## src/rtl/seg_scan_driver.sv

```systemverilog
// Multiplexed hex 7-segment driver: latches DIGITS nibbles and points and scans them with active-low strobes.
// Optional leading-zero suppression when SEG_LZ_BLANK_EN is defined.
module seg_scan_driver #(
    parameter int DIGITS   = 4,
    parameter int SCAN_DIV = 50000,
    parameter int CNT_W    = 16
) (
    input  logic                  clk,
    input  logic                  rst,
    input  logic [4*DIGITS-1:0]   data,
    input  logic [DIGITS-1:0]     points,
    input  logic                  load,
    input  logic [DIGITS-1:0]     digit_en,
    input  logic                  blank,
    output logic [6:0]            seg,
    output logic                  p,
    output logic [DIGITS-1:0]     an,
    output logic                  frame_done
);
    localparam int                IDX_W    = (DIGITS > 1) ? $clog2(DIGITS) : 1;
    localparam logic [CNT_W-1:0]  DIV_LAST = CNT_W'(SCAN_DIV - 1);
    localparam logic [IDX_W-1:0]  IDX_LAST = IDX_W'(DIGITS - 1);
    localparam logic [DIGITS-1:0] STROBE0  = DIGITS'(1'b1);

    function automatic logic [6:0] hex_decode(input logic [3:0] nib);
        logic [6:0] s;
        case (nib)
            4'h0:    s = 7'b1000000;
            4'h1:    s = 7'b1111001;
            4'h2:    s = 7'b0100100;
            4'h3:    s = 7'b0110000;
            4'h4:    s = 7'b0011001;
            4'h5:    s = 7'b0010010;
            4'h6:    s = 7'b0000010;
            4'h7:    s = 7'b1111000;
            4'h8:    s = 7'b0000000;
            4'h9:    s = 7'b0010000;
            4'hA:    s = 7'b0001000;
            4'hB:    s = 7'b0000011;
            4'hC:    s = 7'b1000110;
            4'hD:    s = 7'b0100001;
            4'hE:    s = 7'b0000110;
            4'hF:    s = 7'b0001110;
            default: s = 7'h7F;
        endcase
        return s;
    endfunction

    logic [4*DIGITS-1:0] latch_data_q, latch_data_d;
    logic [DIGITS-1:0]   latch_pts_q, latch_pts_d;
    logic [CNT_W-1:0]    div_q, div_d;
    logic [IDX_W-1:0]    idx_q, idx_d;
    logic [6:0]          seg_q, seg_d;
    logic                p_q, p_d;
    logic [DIGITS-1:0]   an_q, an_d;
    logic                frame_done_q, frame_done_d;
    logic                slot_end_s;
    logic                suppress_s;
    logic [3:0]          nib_s;
    logic                pt_s;
    logic [DIGITS-1:0]   strobe_s;
`ifdef SEG_LZ_BLANK_EN
    logic                above_zero_s;
    logic [DIGITS-1:0]   lz_vec_s;
`endif

    // Latch, scan divider and digit index next state
    always_comb begin
        latch_data_d = latch_data_q;
        latch_pts_d  = latch_pts_q;
        div_d        = div_q;
        idx_d        = idx_q;
        if (load) begin
            latch_data_d = data;
            latch_pts_d  = points;
        end else begin
            latch_data_d = latch_data_q;
            latch_pts_d  = latch_pts_q;
        end
        slot_end_s = (div_q == DIV_LAST);
        if (slot_end_s) begin
            div_d = '0;
            if (idx_q == IDX_LAST) begin
                idx_d = '0;
            end else begin
                idx_d = idx_q + IDX_W'(1);
            end
        end else begin
            div_d = div_q + CNT_W'(1);
            idx_d = idx_q;
        end
        frame_done_d = slot_end_s && (idx_q == IDX_LAST);
    end

    // Display output next state from the current digit, pre-load latch contents and live masks
    always_comb begin
        seg_d    = 7'h7F;
        p_d      = 1'b1;
        an_d     = '1;
        nib_s    = latch_data_q[{idx_q, 2'b00} +: 4];
        pt_s     = latch_pts_q[idx_q];
        strobe_s = ~(STROBE0 << idx_q);
`ifdef SEG_LZ_BLANK_EN
        // A digit is a leading zero when it and every higher digit hold zero; digit 0 always shows
        above_zero_s = 1'b1;
        lz_vec_s     = '0;
        for (int k = DIGITS - 1; k >= 0; k--) begin
            above_zero_s = above_zero_s && (latch_data_q[4*k +: 4] == 4'h0);
            lz_vec_s[k]  = above_zero_s && (k != 0);
        end
        suppress_s = lz_vec_s[idx_q];
`else
        suppress_s = 1'b0;
`endif
        if (blank || !digit_en[idx_q]) begin
            seg_d = 7'h7F;
            p_d   = 1'b1;
            an_d  = '1;
        end else if (suppress_s) begin
            if (pt_s) begin
                an_d = strobe_s;
                p_d  = 1'b0;
            end else begin
                an_d = '1;
                p_d  = 1'b1;
            end
        end else begin
            an_d  = strobe_s;
            seg_d = hex_decode(nib_s);
            p_d   = ~pt_s;
        end
    end

    // State and registered outputs
    always_ff @(posedge clk or posedge rst) begin
        if (rst) begin
            latch_data_q <= '0;
            latch_pts_q  <= '0;
            div_q        <= '0;
            idx_q        <= '0;
            seg_q        <= 7'h7F;
            p_q          <= 1'b1;
            an_q         <= '1;
            frame_done_q <= 1'b0;
        end else begin
            latch_data_q <= latch_data_d;
            latch_pts_q  <= latch_pts_d;
            div_q        <= div_d;
            idx_q        <= idx_d;
            seg_q        <= seg_d;
            p_q          <= p_d;
            an_q         <= an_d;
            frame_done_q <= frame_done_d;
        end
    end

    assign seg        = seg_q;
    assign p          = p_q;
    assign an         = an_q;
    assign frame_done = frame_done_q;
endmodule

```

## config.mk

```make
export PLATFORM = sky130hd
export DESIGN_NAME = seg_scan_driver
export DESIGN_NICKNAME = d
export VERILOG_FILES = /design/src/rtl/seg_scan_driver.sv
export SDC_FILE = /design/constraint.sdc
export NUM_CORES = 1
export LEC_CHECK = 0
export BUFFER_PORTS_ARGS = -buffer_cell sky130_fd_sc_hd__buf_2
export CORE_ASPECT_RATIO = 2
export CORE_UTILIZATION = 45
export DETAILED_ROUTE_END_ITERATION = 10
export HOLD_SLACK_MARGIN = 0.12
export PLACE_DENSITY = 0.69
export SLEW_MARGIN = 20
export SYNTH_ARGS = -nofsm -noshare
export SYNTH_HDL_FRONTEND = slang
export SYNTH_SLANG_ARGS = --single-unit
```

## constraint.sdc

```tcl
create_clock -name clk -period 2.15 [get_ports clk]
set_clock_uncertainty 0.1 [all_clocks]
set_input_delay 0.1075 -clock clk [delete_from_list [all_inputs] [get_ports clk]]
set_output_delay 0.1075 -clock clk [all_outputs]
set_load 0.005 [all_outputs]
```

==> results of run 1 <==
-- flip-flops by register name, summed over array words and instances, names as in the netlist --
name          count
div_q            16
p                 1
an                4
frame_done        1
seg               7
idx_q             2
latch_pts_q       4
latch_data_q     16
-- final timing paths --
check / start / endpoint / cells after the start
hold / removal: load / latch_data_q[11] / 2
setup / recovery: idx_q[0] / seg[3] / 6
max in group asynchronous: rst / idx_q[0] / 4
hold reg to reg: div_q[0] / div_q[0] / 1
setup reg to reg: idx_q[0] / seg[3] / 6
min in group asynchronous: rst / div_q[11] / 4
-- cell families after synthesis --
| logic type | Yosys count | synth area share |
|---|---|---|
| compound gates | 15 | 0.0436 |
| xor+xnor | 12 | 0.0436 |
| fa+ha+maj | 11 | 0.0571 |
| buf+inv | 17 | 0.0332 |
| flops | 51 | 0.536 |
| mux | 30 | 0.170 |
| simple gates | 51 | 0.117 |
-- layout make-up --
class	count	area, um2
Tap cell	58	72.6
Multi-Input combinational cell	119	1040
Timing Repair Buffer	67	458
Sequential cell	51	1290
Fill cell	441	2160
Clock buffer	7	76.3
Clock inverter	1	5.00
Inverter	10	37.5
-- cells in the final DEF (no fill, tap or decap), drive strengths merged, types with 4 or more instances in the layout --
cell type	synthesis	routed
a21oi	4	4
and4	5	5
buf	3	45
clkbuf	4	7
dfrtp	39	39
dfstp	12	12
dlygate4sd3	0	22
ha	11	11
inv	10	10
mux2	21	21
mux4	6	6
nand2	14	14
nand4	4	4
nor2	9	9
o221ai	4	4
xnor2	5	5
xor2	7	7
-- metrics by stage --
| stage | instance area, um2 | cells |
|---|---|---|
| CTS | 2970 | 312 |
| detailed placement | 2670 | 282 |
| global placement | 2670 | 282 |
| floorplan | 2410 | 187 |
| global route | 2980 | 313 |
| finish | 2980 | 313 |
-- worst max-delay path: stages (launching register included) --
cell and delay [ps]:
dfrtp_2 450, mux4_2 580, inv_1 140, ha_1 250, mux2i_1 90, and3_1 180
a31oi_1 150
-- layer usage --
metal,track usage,share of wire,routed length (um),vias up
met5,0,0,0,-
met2,0.302,0.53,2410,39
met3,0.0433,0.037,166,8
met4,0.0996,0.025,113,0
met1,0.221,0.40,1820,824
li1,-,-,-,792
-- timing repair --
item | 4_1_cts | 5_1_grt
hold buffers | 22 | 0
endpoints found under the setup margin | 0 | 3
hold endpoints to repair | 64 | 0
gates resized for setup | 0 | 1
setup buffers | 0 | 1
-- power breakdown --
group          internal (mW)  switching, mW
Sequential              1.02         0.0225
Combinational          0.137          0.112
Clock                  0.229          0.301
Total                   1.38          0.435
==> flow_summary.yaml, run 1 <==
timing:
  finalSetupViolCount: 0
  hold_violations: 0
  setup_ws_ps: 133
  report.final.slew_viol_count: 0
  worst_pin_slew_ps: 655
  period_share: 0.938
  finalSetupTns_ps: 0
  slew_headroom: 0.560
  fin_hold_ws_ps: 244
  fin_crit_ps: 2020
  max_freq_mhz: 496
drt:
  via_count: 1663
  postRouteAntennaNets: 0
  avgRoutedWirePerCell_um: 14.4
  dr.pass1.iters: 4
  vias_per_cell: 5.31
  routed_wl_mm: 4.50
  drt_iter0_drc: 14
  drcViolationCount: 0
cells_and_area:
  fin_nets: 293
  fin_util: 0.580
  n_antenna_cell: 0
  drive_gt1_frac: 0.365
  area_growth_pct: 23.7
logic_synthesis:
  yosys-top-cells-count: "39 x dfrtp_1, 21 x mux2_2, 14 x nand2_1, 12 x dfstp_2, 11 x ha_1"
  synth_top_area_frac: 0.405
  syn_inst: 187
  syn_area_um2: 2410
  synth_most_common_cell: "dfrtp_1"
  synth_edf_count: 0
  async_reset_ff_frac: 1.00
  synth_nets: 226
  ys_ff_latch: 51
  avgSynthCellArea_um2: 12.9
  synth_cell_type_count: 36
  yosys_warnings: 0
  synthTopCellsByArea: "dfrtp_1 40%, dfstp_2 13%, mux2_2 9.8%, ha_1 5.7%, mux4_2 3.7%"
  yosysTopAreaCell: "dfrtp_1"
  yosysSeqAreaShare: 0.536
  synthFlopType: "dfrtp_1"
global_routing:
  antenna_found_initial: 0
  gr-total-overflow: 0
  track_usage: 0.188
  grt_pass1_vias: 1754
  grt_start_max_net_pins: 52
  grt_pass1_wl_mm: 7.67
power:
  ir_worst_vdd_mv: 0.699
  leakage_nw: 1.33
  finalPower_mw: 1.82
  pwr_density_cell_nw_per_um2: 610
floorplanning:
  rows: 37
  core_um2: 5140
  die_y_um: 105
  initial_core_util: 0.469
  io_pins: 41
  die_w_um: 53.7
  die_area_um2: 5670
place:
  place.gp.congestion: 0.871
  dp_hpwl_mm: 3.13
  dp_slack_ps: 66.5
  port-buffer-count: 40
critical_path:
  crit_fanout: 5
  criticalPathCategory: "register to register"
  worstPathArrival_ps: 2150
  cp-end-kind: "register"
  required_ps: 2280
  cp-start-kind: "register"
  regToRegSetupSlack_ps: 130
clocking:
  clk_path_buf_depth: 2
  cts-htree-levels: 2
  path_clk_slew_ps: 80
  numCtsBuffers: 5
  root_buffer: "clkbuf_8"
  cts_sinks: 51
  cts_tree: "done"
  clock_latency_ps: 310
run:
  max_cap_violations: 0
run_status:
  status: "completed"
min_path:
  hold_class: "input port to register"
Note: power is estimated with default switching activity, not from simulation.
==> run 2: changes to the inputs <==
PLACE_DENSITY = 0.78   (was 0.69)
SLEW_MARGIN = unset   (was 20)
==> run 2 against run 1 <==
  * Clock-buffer cell count down 1
  * Via count up 1.7%
  * Flip-flop and latch count unchanged
  * Core utilization up 0.37 points
  * Critical path depth unchanged
  * Fmax down 0.14%
  * First-iteration DRC count up 71%
  * Cell count up 0.64%
  * Sequential share of layout area down 0.27 points
  * Wire length up 10%
  * Critical path type unchanged
  * Critical endpoint unchanged
==> flow_summary.yaml, run 2 (same netlist as run 1, synthesis figures left out) <==
critical_path:
  criticalPathCategory: "register to register"
  cp-start-kind: "register"
  regToRegSetupSlack_ps: 130
  cp-end-kind: "register"
  r2r-start: "idx_q[0]"
  r2r_end: "seg[3]"
  required_ps: 2280
  reg2reg_depth: 6
  worstPathArrival_ps: 2150
  crit_fanout: 6
power:
  leakage_nw: 1.34
  ir_worst_vdd_mv: 0.502
  pwr_density_cell_nw_per_um2: 609
clocking:
  path_clk_slew_ps: 90
  root_buffer: "clkbuf_8"
  post-cts-setup-buffers: 0
  cts_sinks: 51
  cts_tree: "done"
  clock_latency_ps: 310
  clk_path_buf_depth: 2
  cts-htree-levels: 2
  numCtsBuffers: 5
drt:
  drcViolationCount: 0
  postRouteAntennaNets: 0
  avgRoutedWirePerCell_um: 15.7
  drt_iter0_drc: 24
  routed_wl_mm: 4.96
  via_count: 1692
  dr.pass1.iters: 4
  vias_per_cell: 5.37
timing:
  finalSetupViolCount: 0
  slew_headroom: 0.695
  fin_crit_ps: 2020
  report.final.slew_viol_count: 0
  hold_violations: 0
  worst_pin_slew_ps: 458
  max_freq_mhz: 495
  finalSetupTns_ps: 0
  rsz0062_at_grt: "no"
  period_share: 0.939
floorplanning:
  die_area_um2: 5670
  initial_core_util: 0.469
  io_pins: 41
  rows: 37
  die_y_um: 105
  core_um2: 5140
  die_w_um: 53.7
place:
  port-buffer-count: 40
  dp_hpwl_mm: 3.41
  place.gp.congestion: 0.842
cells_and_area:
  fin_util: 0.584
  final_common_cell: "buf_2"
  seq_area_um2: 1290
  multiInputGateArea_um2: 1040
  area_growth_pct: 24.5
  mostFrequentLayoutCells: "40 x buf_2, 38 x dfrtp_1, 22 x dlygate4sd3_1"
  fin_nets: 295
  fillers: 411
  n_antenna_cell: 0
  drive_gt1_frac: 0.374
global_routing:
  grt_start_max_net_pins: 24
  track_usage: 0.208
  grt_pass1_wl_mm: 8.47
  gr-total-overflow: 0
  grt_pass1_vias: 1871
  antenna_found_initial: 0
run_status:
  status: "completed"
min_path:
  hold_class: "input port to async pin"
run:
  max_cap_violations: 0
## run 2: cell types whose count changed in the layout (fill, tap and decap cells not counted)
cell	change
buf_4	+2
clkinvlp_4	+1
clkbuf_1	-1
## run 2: report_power, final
| part | internal, mW | switching, mW |
|---|---|---|
| clock network | 0.228 | 0.306 |
| registers | 1.02 | 0.0257 |
| logic | 0.135 | 0.114 |
| total | 1.38 | 0.446 |
## run 2: final cells by class
cell class / instances / area share
Sequential cell: 51 / 0.431
Multi-Input combinational cell: 119 / 0.346
Timing Repair Buffer: 69 / 0.158
Clock buffer: 6 / 0.0242
Tap cell: 58 / 0.0242
Inverter: 10 / 0.0125
Clock inverter: 2 / 0.00417
## run 2: stage by stage
stage | hold WS [ps] | instances | worst slack, ps | power [mW] | cell area (um2)
after floorplan | 151 | 187 | 198 | 1.20 | 2410
after global placement | -40.5 | 285 | 221 | 1.26 | 2690
after detailed placement | -36.8 | 285 | 139 | 1.28 | 2690
after CTS | 166 | 315 | 112 | 1.84 | 3000
after global routing | 196 | 315 | 24.0 | 1.91 | 3000
final | 183 | 315 | 130 | 1.83 | 3000
## run 2: worst max-delay path by stage
stage	from	endpoint	slack (ps)
2_1_floorplan	idx_q[0]	seg[3]	200
3_3_place_gp	idx_q[0]	seg[3]	220
3_5_place_dp	idx_q[0]	seg[3]	140
4_1_cts	idx_q[0]	seg[3]	110
5_1_grt	idx_q[0]	seg[3]	20
6_report	idx_q[0]	seg[3]	130
## run 2: critical path, cell delays in order (launching register included)
cell	delay, ps
dfrtp_2	420
mux4_2	580
inv_1	140
ha_1	270
mux2i_1	110
and3_1	190
a31oi_1	140
## run 2: what timing repair did
action	4_1_cts	5_1_grt
resized for setup	0	1
setup endpoints to repair	0	1
endpoints found under the hold margin	65	0
hold buffers	22	0
## run 2: layer usage
metal	GRT usage	wire (um)
met1	0.220	1770
met2	0.366	2840
met3	0.0361	181
met5	0	0
met4	0.109	165
==> run 3: changes to the inputs <==
ABC_AREA = 1   (was unset)
==> run 3 against run 2 <==
  * Sequential share of layout area fell by 2.2 points
  * Register-to-register slack improved by 110 ps
  * Clock-buffer cell count rose by 1
  * Critical path depth rose by 3
  * Fmax rose by 5.8%
  * Cell count rose by 31%
  * Clock power rose by 0.7%
  * Total power rose by 0.54%
  * Combinational power rose by 4%
  * Design area rose by 5.3%
  * Flip-flop and latch count did not move
  * Worst hold slack got worse by 45 ps
  * Critical endpoint unchanged
==> flow_summary.yaml, run 3 <==
timing:
  fin_hold_ws_ps: 138
  finalSetupViolCount: 0
  period_share: 0.888
  report.final.slew_viol_count: 0
  fin_crit_ps: 1910
  rsz0062_at_grt: "no"
  slew_headroom: 0.611
  max_freq_mhz: 524
  finalSetupTns_ps: 0
  setup_ws_ps: 241
  hold_violations: 0
  worst_pin_slew_ps: 582
clocking:
  cts-htree-levels: 2
  cts_sinks: 51
  clock_latency_ps: 300
  cts_tree: "done"
  path_clk_slew_ps: 90
  clk_path_buf_depth: 2
  numCtsBuffers: 5
  root_buffer: "clkbuf_8"
critical_path:
  crit_fanout: 9
  worstPathArrival_ps: 2060
  required_ps: 2300
  cp-start-kind: "register"
  cp-end-kind: "register"
  criticalPathCategory: "register to register"
logic_synthesis:
  synth_cell_type_count: 28
  synth_most_common_cell: "nand2_1"
  synth_top_area_frac: 0.377
  synthFlopType: "dfrtp_1"
  yosysTopAreaCell: "dfrtp_1"
  synth_edf_count: 0
  yosys_warnings: 0
  ys_ff_latch: 51
  yosysSeqAreaShare: 0.499
  syn_area_um2: 2590
  synthTopCellsByArea: "dfrtp_1 38%, dfstp_2 12%, nand2_1 10%, mux2_2 7.8%, nand3_1 6.0%"
  avgSynthCellArea_um2: 9.09
  yosys-top-cells-count: "69 x nand2_1, 39 x dfrtp_1, 31 x nand3_1, 30 x nor2_1, 28 x inv_1"
  synth_nets: 324
  syn_inst: 285
  async_reset_ff_frac: 1.00
place:
  port-buffer-count: 40
  place.gp.congestion: 0.909
  dp_cells: 384
  dp_hpwl_mm: 4.29
  dp_slack_ps: 301
power:
  ir_worst_vdd_mv: 0.467
  leakage_nw: 1.52
  pwr_density_cell_nw_per_um2: 582
  finalPower_mw: 1.84
floorplanning:
  die_area_um2: 6080
  core_um2: 5470
  initial_core_util: 0.474
  die_y_um: 109
  die_w_um: 55.6
  io_pins: 41
  rows: 38
global_routing:
  grt_pass1_wl_mm: 9.71
  grt_start_max_net_pins: 28
  grt_use_met1: 0.205
  grt_util_met3: 0.0224
  antenna_found_initial: 0
  top_usage_layer: "met2"
  track_usage: 0.207
  grt_pass1_vias: 2211
  met2_usage: 0.409
  gr-total-overflow: 0
cells_and_area:
  area_growth_pct: 21.9
  n_antenna_cell: 0
  final_common_cell: "nand2_1"
  stdcell_count: 414
  drive_gt1_frac: 0.268
  mostFrequentLayoutCells: "69 x nand2_1, 40 x buf_2, 39 x dfrtp_1"
  fin_nets: 392
drt:
  via_count: 2171
  routed_wl_mm: 5.79
  drcViolationCount: 0
  avgRoutedWirePerCell_um: 14.0
  drt_iter0_drc: 59
  vias_per_cell: 5.24
  dr.pass1.iters: 4
  postRouteAntennaNets: 0
run_status:
  status: "completed"
min_path:
  hold_class: "input port to register"
run:
  max_cap_violations: 0
## run 3: cell types whose count changed in the layout (fill, tap and decap cells not counted), moves of 5 or more
| cell | change |
|---|---|
| nand2_1 | +55 |
| xnor2_1 | -5 |
| nor2_1 | +21 |
| inv_1 | +18 |
| nand3_1 | +28 |
| and4_1 | -5 |
| o21ai_0 | +7 |
## run 3: worst paths after layout
path	startpoint	endpoint	slack [ps]	depth (start not counted)
min in group asynchronous	rst	div_q[14]	300	3
worst max-delay path	idx_q[1]	seg[3]	240	9
max in group asynchronous	rst	an[1]	980	4
worst max register to register	idx_q[1]	seg[3]	240	9
worst min-delay path	digit_en[3]	seg[1]	140	6
worst min register to register	latch_data_q[5]	latch_data_q[5]	410	1
## run 3: cell type report
| class | instances | area (um2) |
|---|---|---|
| Clock buffer | 7 | 76.3 |
| Clock inverter | 1 | 5.00 |
| Fill cell | 487 | 2310 |
| Inverter | 31 | 119 |
| Multi-Input combinational cell | 199 | 1150 |
| Sequential cell | 51 | 1290 |
| Tap cell | 60 | 75.1 |
| Timing Repair Buffer | 65 | 443 |
## run 3: per-stage QoR
step | util | instance area (um2)
5_1_grt | 0.577 | 3160
4_1_cts | 0.577 | 3160
2_1_floorplan | - | 2590
6_report | 0.577 | 3160
3_3_place_gp | 0.522 | 2860
3_5_place_dp | 0.522 | 2860
## run 3: worst max-delay path, stage by stage (launching register included)
cell and delay (ps):
dfrtp_1 590, inv_4 130, nand3_1 110, nand2_1 150
inv_1 140, ha_1 240, inv_1 80, nand2_1 120
nand3_1 110, nand3_1 100
## run 3: per-layer routing
layer | wire length [um] | vias up | share of wire
li1 | - | 1049 | -
met1 | 2010 | 1026 | 0.35
met4 | 214 | 0 | 0.037
met3 | 177 | 23 | 0.031
met5 | 0 | - | 0
met2 | 3390 | 73 | 0.59
## run 3: where the power goes
part / internal [mW] / leakage, nW / total [mW] / switching, mW
logic: 0.124 / 0.865 / 0.259 / 0.135
clock network: 0.229 / 0.0422 / 0.538 / 0.308
registers: 1.02 / 0.612 / 1.04 / 0.0235
total: 1.37 / 1.52 / 1.84 / 0.467
## run 3: kinds of logic after synthesis
group	count (synthesis)	synth area share
multiplexers	18	0.0783
XOR/XNOR	6	0.0203
flip-flops	51	0.499
buffers and inverters	35	0.0585
AO/OA/AOI/OAI	17	0.0415
AND/OR/NAND/NOR	147	0.250
adder cells (fa/ha/maj)	11	0.0531
## run 3: timing repair
action	4_1_cts	5_1_grt
hold buffers	22	0
hold endpoints to repair	50	0
buffers inserted	0	0
gates resized for setup	0	0
